===== src/rtl/synth_pkg.sv =====
// Shared synth types and constants: phase width, default voice count, scheduler states.
`default_nettype none

package synth_pkg;

  localparam int PHASE_W      = 19;
  localparam int N_VOICES_DEF = 8;

  typedef enum logic [0:0] {
    IDLE = 1'b0,
    RUN  = 1'b1
  } state_e;

endpackage : synth_pkg

`default_nettype wire


===== src/rtl/NineteenBitFullAdder.sv =====
// Shared PHASE_W-bit full adder with carry-in and carry-out.
`default_nettype none

module NineteenBitFullAdder
  import synth_pkg::*;
(
  input  logic [PHASE_W-1:0] a_i,
  input  logic [PHASE_W-1:0] b_i,
  input  logic               c_i,
  output logic [PHASE_W-1:0] sum_o,
  output logic               c_o
);

  assign {c_o, sum_o} = {1'b0, a_i} + {1'b0, b_i} + {{PHASE_W{1'b0}}, c_i};

endmodule : NineteenBitFullAdder

`default_nettype wire


===== src/rtl/voice_phase_scheduler.sv =====
// Steps every voice's phase accumulator once per sample tick through one shared adder,
// streaming each new phase with its voice index.
`default_nettype none

module voice_phase_scheduler
  import synth_pkg::*;
#(
  parameter  int N_VOICES = N_VOICES_DEF,
  localparam int IDX_W    = $clog2(N_VOICES)
) (
  input  logic                clk,
  input  logic                rst,
  input  logic                sample_tick_i,
  input  logic                inc_we_i,
  input  logic [IDX_W-1:0]    inc_addr_i,
  input  logic [PHASE_W-1:0]  inc_data_i,
  input  logic                sync_we_i,
  input  logic [IDX_W-1:0]    sync_addr_i,
  input  logic [N_VOICES-1:0] voice_en_i,
  input  logic                overrun_clr_i,
  output logic                busy_o,
  output logic                phase_valid_o,
  output logic [IDX_W-1:0]    phase_voice_o,
  output logic [PHASE_W-1:0]  phase_out_o,
  output logic                phase_wrap_o,
  output logic                frame_done_o,
  output logic                overrun_o
);

  localparam logic [IDX_W-1:0] LAST_IDX = IDX_W'(N_VOICES - 1);

  state_e             state_q;
  logic [IDX_W-1:0]   idx_q;
  logic [PHASE_W-1:0] phase_q [N_VOICES];
  logic [PHASE_W-1:0] inc_q   [N_VOICES];

  logic               phase_valid_q;
  logic [IDX_W-1:0]   phase_voice_q;
  logic [PHASE_W-1:0] phase_out_q;
  logic               phase_wrap_q;
  logic               frame_done_q;
  logic               overrun_q;

  logic [PHASE_W-1:0] sum;
  logic               carry;
  logic               sync_hit;
  logic [PHASE_W-1:0] upd_phase_d;
  logic               upd_wrap_d;

  NineteenBitFullAdder u_adder (
    .a_i   (phase_q[idx_q]),
    .b_i   (inc_q[idx_q]),
    .c_i   (1'b0),
    .sum_o (sum),
    .c_o   (carry)
  );

  // Hard sync beats the accumulate; a disabled voice re-emits its held phase.
  always_comb begin
    sync_hit    = sync_we_i && (sync_addr_i == idx_q);
    upd_phase_d = phase_q[idx_q];
    upd_wrap_d  = 1'b0;
    if (sync_hit) begin
      upd_phase_d = '0;
    end else if (voice_en_i[idx_q]) begin
      upd_phase_d = sum;
      upd_wrap_d  = carry;
    end
  end

  always_ff @(posedge clk or posedge rst) begin
    if (rst) begin
      for (int v = 0; v < N_VOICES; v++) phase_q[v] <= '0;
    end else begin
      for (int v = 0; v < N_VOICES; v++) begin
        if (sync_we_i && (sync_addr_i == IDX_W'(v))) begin
          phase_q[v] <= '0;
        end else if ((state_q == RUN) && (idx_q == IDX_W'(v))) begin
          phase_q[v] <= upd_phase_d;
        end
      end
    end
  end

  // The adder reads the pre-write increment, so a same-edge write lands next frame.
  always_ff @(posedge clk or posedge rst) begin
    if (rst) begin
      for (int v = 0; v < N_VOICES; v++) inc_q[v] <= '0;
    end else if (inc_we_i) begin
      inc_q[inc_addr_i] <= inc_data_i;
    end
  end

  always_ff @(posedge clk or posedge rst) begin
    if (rst) begin
      state_q       <= IDLE;
      idx_q         <= '0;
      phase_valid_q <= 1'b0;
      phase_voice_q <= '0;
      phase_out_q   <= '0;
      phase_wrap_q  <= 1'b0;
      frame_done_q  <= 1'b0;
      overrun_q     <= 1'b0;
    end else begin
      phase_valid_q <= 1'b0;
      frame_done_q  <= 1'b0;
      if (overrun_clr_i) overrun_q <= 1'b0;
      if ((state_q == RUN) && sample_tick_i) overrun_q <= 1'b1;
      case (state_q)
        IDLE: begin
          if (sample_tick_i) begin
            state_q <= RUN;
            idx_q   <= '0;
          end
        end
        RUN: begin
          phase_valid_q <= 1'b1;
          phase_voice_q <= idx_q;
          phase_out_q   <= upd_phase_d;
          phase_wrap_q  <= upd_wrap_d;
          if (idx_q == LAST_IDX) begin
            frame_done_q <= 1'b1;
            state_q      <= IDLE;
            idx_q        <= '0;
          end else begin
            idx_q <= idx_q + 1'b1;
          end
        end
        default: begin
          state_q <= IDLE;
          idx_q   <= '0;
        end
      endcase
    end
  end

  assign busy_o        = (state_q == RUN);
  assign phase_valid_o = phase_valid_q;
  assign phase_voice_o = phase_voice_q;
  assign phase_out_o   = phase_out_q;
  assign phase_wrap_o  = phase_wrap_q;
  assign frame_done_o  = frame_done_q;
  assign overrun_o     = overrun_q;

endmodule : voice_phase_scheduler

`default_nettype wire

===== config.mk =====
export PLATFORM = sky130hd
export DESIGN_NAME = voice_phase_scheduler
export DESIGN_NICKNAME = d
export VERILOG_FILES = /design/src/rtl/synth_pkg.sv /design/src/rtl/NineteenBitFullAdder.sv /design/src/rtl/voice_phase_scheduler.sv
export SDC_FILE = /design/constraint.sdc
export NUM_CORES = 1
export LEC_CHECK = 0
export ABC_CLOCK_PERIOD_IN_PS = 40300
export CAP_MARGIN = 15
export CORE_ASPECT_RATIO = 1.5
export CORE_MARGIN = 1
export CORE_UTILIZATION = 40
export CTS_CLUSTER_DIAMETER = 150
export DETAILED_ROUTE_END_ITERATION = 6
export PLACE_DENSITY_LB_ADDON = 0.12
export SYNTH_ARGS = -nofsm -noshare
export SYNTH_HDL_FRONTEND = slang
export SYNTH_SLANG_ARGS = --single-unit

===== constraint.sdc =====
create_clock -name clk -period 40.3 [get_ports clk]
set_input_delay 12.09 -clock clk [delete_from_list [all_inputs] [get_ports clk]]
set_output_delay 12.09 -clock clk [all_outputs]
set_load 0.01 [all_outputs]

== After elaboration in Yosys (flattened, before gate mapping) ==
Cells that the tools add are included.

* $lt $le $gt $ge: 4
* Bitwise gates (word level): 3
* Add/subtract/negate cells: 2
* Muxes and demuxes: 42
* Equal/unequal tests: 16
* Reduce and logical (&&, ||, !) cells: 30

{| class="wikitable"
|+ Operator list
! operator !! count
|-
| $mux W19 || 23
|-
| $bwmux W152 || 1
|-
| $bmux W19 S3 || 2
|-
| $demux W19 S3 || 1
|-
| $eq A3 B3 Y1 const B || 8
|-
| $add A19 B19 Y20 || 1
|-
| $logic_and A1 B1 Y1 || 19
|-
| $reduce_bool A2 Y1 || 9
|-
| $eq A3 B2 Y1 const B || 4
|-
| $mux W1 || 10
|-
| $ge A4 B4 Y1 const B || 2
|-
| $not A3 Y4 || 2
|-
| $eq A3 B1 Y1 const B || 2
|-
| $logic_not A3 Y1 || 2
|-
| $mux W3 || 2
|-
| $pmux W3 S2 || 1
|-
| $lt A3 B4 Y1 const B || 1
|-
| $lt A4 B1 Y1 const B || 1
|-
| $add A3 B1 Y3 const B || 1
|-
| $bmux W1 S3 || 1
|-
| $eq A3 B3 Y1 || 1
|-
| $ne A2 B2 Y1 const B || 1
|-
| $pmux W1 S2 || 1
|-
| $not A1 Y1 || 1
|}

* Logic and storage cells: 121
* Register bits: 334
* Input bits: 39
* Output and inout bits: 27

== Longest topological paths before layout ==
* Word-level depth: 9
* Depth in mapped cells: 18

== Hierarchy ==
Synthesis repeated with hierarchy kept, for this count alone.

* Cell total of the unflattened synthesis: 1269
* Area, all modules: 16228.1 sq um

{| class="wikitable"
|+ Modules (own cells, without submodules)
! module !! cells an instance !! times used !! area an instance (sq um)
|-
| voice_phase_scheduler || 1126 || 1 || 15158.3
|-
| NineteenBitFullAdder || 143 || 1 || 1069.8
|}

== Least setup slack after synthesis ==
No wires, ideal clock.

* Kind: input to register
* From: input voice_en_i[7]
* To: register phase_out_q[17], in the netlist phase_out_o[17]
* Arrival time: 13.660 ns
* Setup slack: 26.516 ns
* Stages: 8
* Library setup time: 0.125 ns
* Path buffers: 1
* Cell sequence: mux4_2 -> o22ai_2 -> or2_1 -> buf_4 -> nor3_1 -> o21ai_1 -> o211ai_2 -> mux2_2

* Word-level cells in the longest chain between the ends: 4

{| class="wikitable"
|+ RTL lines
! item !! RTL line !! source
|-
| start, declared || voice_phase_scheduler.sv:19 || <nowiki>input logic [N_VOICES-1:0] voice_en_i,</nowiki>
|-
| $bmux W1 S3 || voice_phase_scheduler.sv:65 || <nowiki>end else if (voice_en_i[idx_q]) begin</nowiki>
|-
| $mux W1 (implied by the code) || voice_phase_scheduler.sv:65 ||
|-
| $mux W19 || voice_phase_scheduler.sv:65 ||
|-
| $mux W19 || voice_phase_scheduler.sv:63 || <nowiki>if (sync_hit) begin</nowiki>
|-
| end signal, assigned || voice_phase_scheduler.sv:119 || <nowiki>phase_out_q <= upd_phase_d;</nowiki>
|-
| end, declared || voice_phase_scheduler.sv:39 || <nowiki>logic [PHASE_W-1:0] phase_out_q;</nowiki>
|}

No other way between the ends. The select of a mux whose other input is x is not followed.
A chain may end at the register's enable or synchronous reset.

==> flow_metrics.tcl <==
set metrics [dict create \
    rsz0062_at_grt "no" \
    synth.distinct_cells 71 \
    synth_fa_ha_area_share_pct 2.01 \
    dieHeight_um 251 \
    avgSynthCellArea_um2 11.8 \
    end_kind "asynchronous set/reset pin" \
    drv_slew 0 \
    p_leak_uw 0.00816 \
    cp_top_family "buffers and inverters" \
    hp-start "phase_q[113]" \
    overflow 0 \
    cts_root_buffer "clkbuf_16" \
    nets 1515 \
    insertion_delay_ns 0.53 \
    min_period_over_period_pct 35.8 \
    track_usage_pct 22.7 \
    grt_pass1_vias 12000 \
    dpl_worst_slack_ns 25.21 \
    drt-vias-per-instance 5.79 \
    slew_headroom_pct 18.0 \
    cts_setup_buffers 0 \
    die_w_um 168 \
    drcViolationCount 0 \
    hold_class "flip-flop to flip-flop" \
    required_ns 40.87 \
    first_pass_iters 5 \
    max_stage_delay_ns 0.85 \
    gp_congestion 0.859 \
    dieArea_mm2 0.0423 \
    critPathArrivalTime_ns 15.01 \
    layout_commonest_cell "dfrtp_1" \
    worstMarginPinSlew_ns 1.22 \
    finalSetupViolations 0 \
    cts_buffers 36 \
    io_buffers 65 \
    synth_mux_area_share_pct 22.1 \
    crit_buf_inv 4 \
    path_cells "clkdlybuf4s50_1 -> inv_8 -> buf_4 -> buf_4" \
    total_power_uw 1760 \
    antenna_cells 0 \
    status "finished, final reports clean" \
    vias 11500 \
    whs_ns 0.481 \
    synth_xor_area_share_pct 0.687 \
    synth_nets 1467 \
    synth_warnings 0 \
    fin_setup_tns_ns 0 \
    synth_top_cell_area_share_pct 50.4 \
    yosysSeqAreaShare_pct 50.4 \
    critical_path_class "input pin to asynchronous set/reset pin" \
    wl_um 46700 \
    synth_compound_area_share_pct 11.4 \
    ctsResizeCount 0 \
    synthCells 1402 \
    antenna_found_initial 0 \
    synth_top_family_by_area "multiplexers" \
    clk_path_buf_depth 3 \
    place_hpwl_um 30600 \
    cts_tree "built" \
    detail-route-antenna-nets 0 \
    worst_slack_ns 25.86 \
    hold_viol_final 0 \
    worstSetupStartpoint "rst" \
    async_flop_share_pct 100 \
    maxCapViolCount 0 \
    grt_pass1_wl_um 72900 \
    start_util_pct 40.5 \
    cts.sinks 334 \
    drtIter0Drc 712 \
    yosys-top-cells-area "dfrtp_1 50%, mux2_2 11%, mux4_2 10%, nand2_1 6.2%, a22o_1 2.6%" \
    fp-row-count 91 \
    post-place-cells 1923 \
    r2r-start "idx_q[0]" \
    yosys.area.top_type "dfrtp_1" \
    layout_min_cycle_time_ns 14.44 \
    vdd_drop_max_mv 0.0333 \
    cpMostUsedCell "buf_4" \
    synth_area_mm2 0.0166 \
    synth-edff-count 0 \
    core_mm2 0.0410 \
    timing.fmax_mhz 69.2 \
    wl_per_cell_um 23.5 \
    start_kind "input pin" \
    ctsHoldBuffers 0 \
    crit_fanout 128 \
    fin_worst_skew_ns 0.0214 \
    power_density_mw_per_mm2 93.0 \
    drive_gt1_share_pct 23.7 \
    slowest_stage "buf_4" \
    final_cell_mix "331 x dfrtp_1, 276 x nand2_1, 165 x mux2_2" \
    io_pins 66 \
    grt_max_degree 129 \
    layoutNonFillerInstCount 1985 \
    yosys.area_share.simple_pct 10.8 \
    clk_pin_slew_ns 0.06 \
    area_growth_pct 14.0 \
    cts_max_level 2 \
    synth_flop_cell "dfrtp_1" \
    yosys_register_bits 334 \
]
==> cell families after synthesis <==
family	Yosys count
compound gates	267
xor+xnor	13
fa+ha+maj	26
buf+inv	97
flops	334
mux	249
simple gates	416
==> metrics by stage <==
step	instance area (µm²)	utilization [%]
2_1_floorplan	16600	-
6_report	18900	46.1
4_1_cts	18900	46.1
3_3_place_gp	17700	43.3
3_5_place_dp	17700	43.3
5_1_grt	18900	46.1
==> final cells by class <==
class,count,area [µm²]
repair buffers,91,846
fillers,3860,22100
inverters,16,67.6
well taps,511,639
clock inverters,6,80.1
flip-flops and latches,334,8370
multi-input cells,971,7820
clock buffers,56,1080
==> flip-flops by register name (all words and copies together), names as in the netlist <==
signal / cells
busy_o: 1
frame_done_o: 1
idx_q: 3
inc_q: 152
overrun_o: 1
phase_out_o: 19
phase_q: 152
phase_valid_o: 1
phase_voice_o: 3
phase_wrap_o: 1
==> worst register-to-register path, delay by kind of cell, from the launching register on <==
kind            cells  cell delay (ns)
flops               1             0.83
buf+inv             1             0.76
simple gates        1             0.08
compound gates      4             1.40
mux                 3             1.60
fa+ha+maj           1             0.32
xor+xnor            1             0.22
==> Yosys cell counts (3+ instances only) <==
cell type,n
buf_2,12
xor2_1,5
o31ai_1,12
a22oi_1,12
dfrtp_1,334
a21oi_4,4
nand2_1,276
ha_1,25
o21a_1,8
mux2i_1,7
a22o_1,50
a211o_1,3
o21ai_1,6
nand3_1,18
a21oi_1,68
or3_1,3
and3_1,9
mux2_2,165
o22ai_1,4
clkbuf_1,49
inv_1,15
nand4b_1,3
nor3_1,16
a21o_1,8
mux4_2,77
nand3b_1,3
buf_1,10
nor3_2,3
buf_6,3
nand4_1,5
nor3b_1,4
nand2b_1,7
o2bb2ai_1,5
xnor2_1,8
nor2b_1,3
a211oi_1,15
nor2_1,50
o21ai_0,49
and2_1,3
buf_4,7
==> layer usage <==
metal | up-vias | track usage (%) | wire [µm]
met5 | - | 0 | 0
met4 | 0 | 7.22 | 1260
met3 | 63 | 2.64 | 1600
met2 | 240 | 41.0 | 24500
met1 | 6000 | 28.3 | 19300
li1 | 5194 | - | -
==> power breakdown <==
| group | internal (µW) | switching (µW) | leakage, µW | total, µW |
|---|---|---|---|---|
| clock | 196 | 134 | 0.000570 | 330 |
| sequential | 441 | 75.4 | 0.00419 | 517 |
| combinational | 366 | 545 | 0.00340 | 911 |
==> worst paths after layout <==
check	endpoint	slack [ns]	cells after the start
setup / recovery	phase_q[139]	25.86	4
hold / removal	phase_q[113]	0.48	2
setup reg to reg	phase_q[109]	34.95	11
hold reg to reg	phase_q[113]	0.48	2
max in group clk	phase_q[31]	25.86	8
min in group asynchronous	phase_out_o[10]	12.14	2
Power figures use the tool's default switching activity.
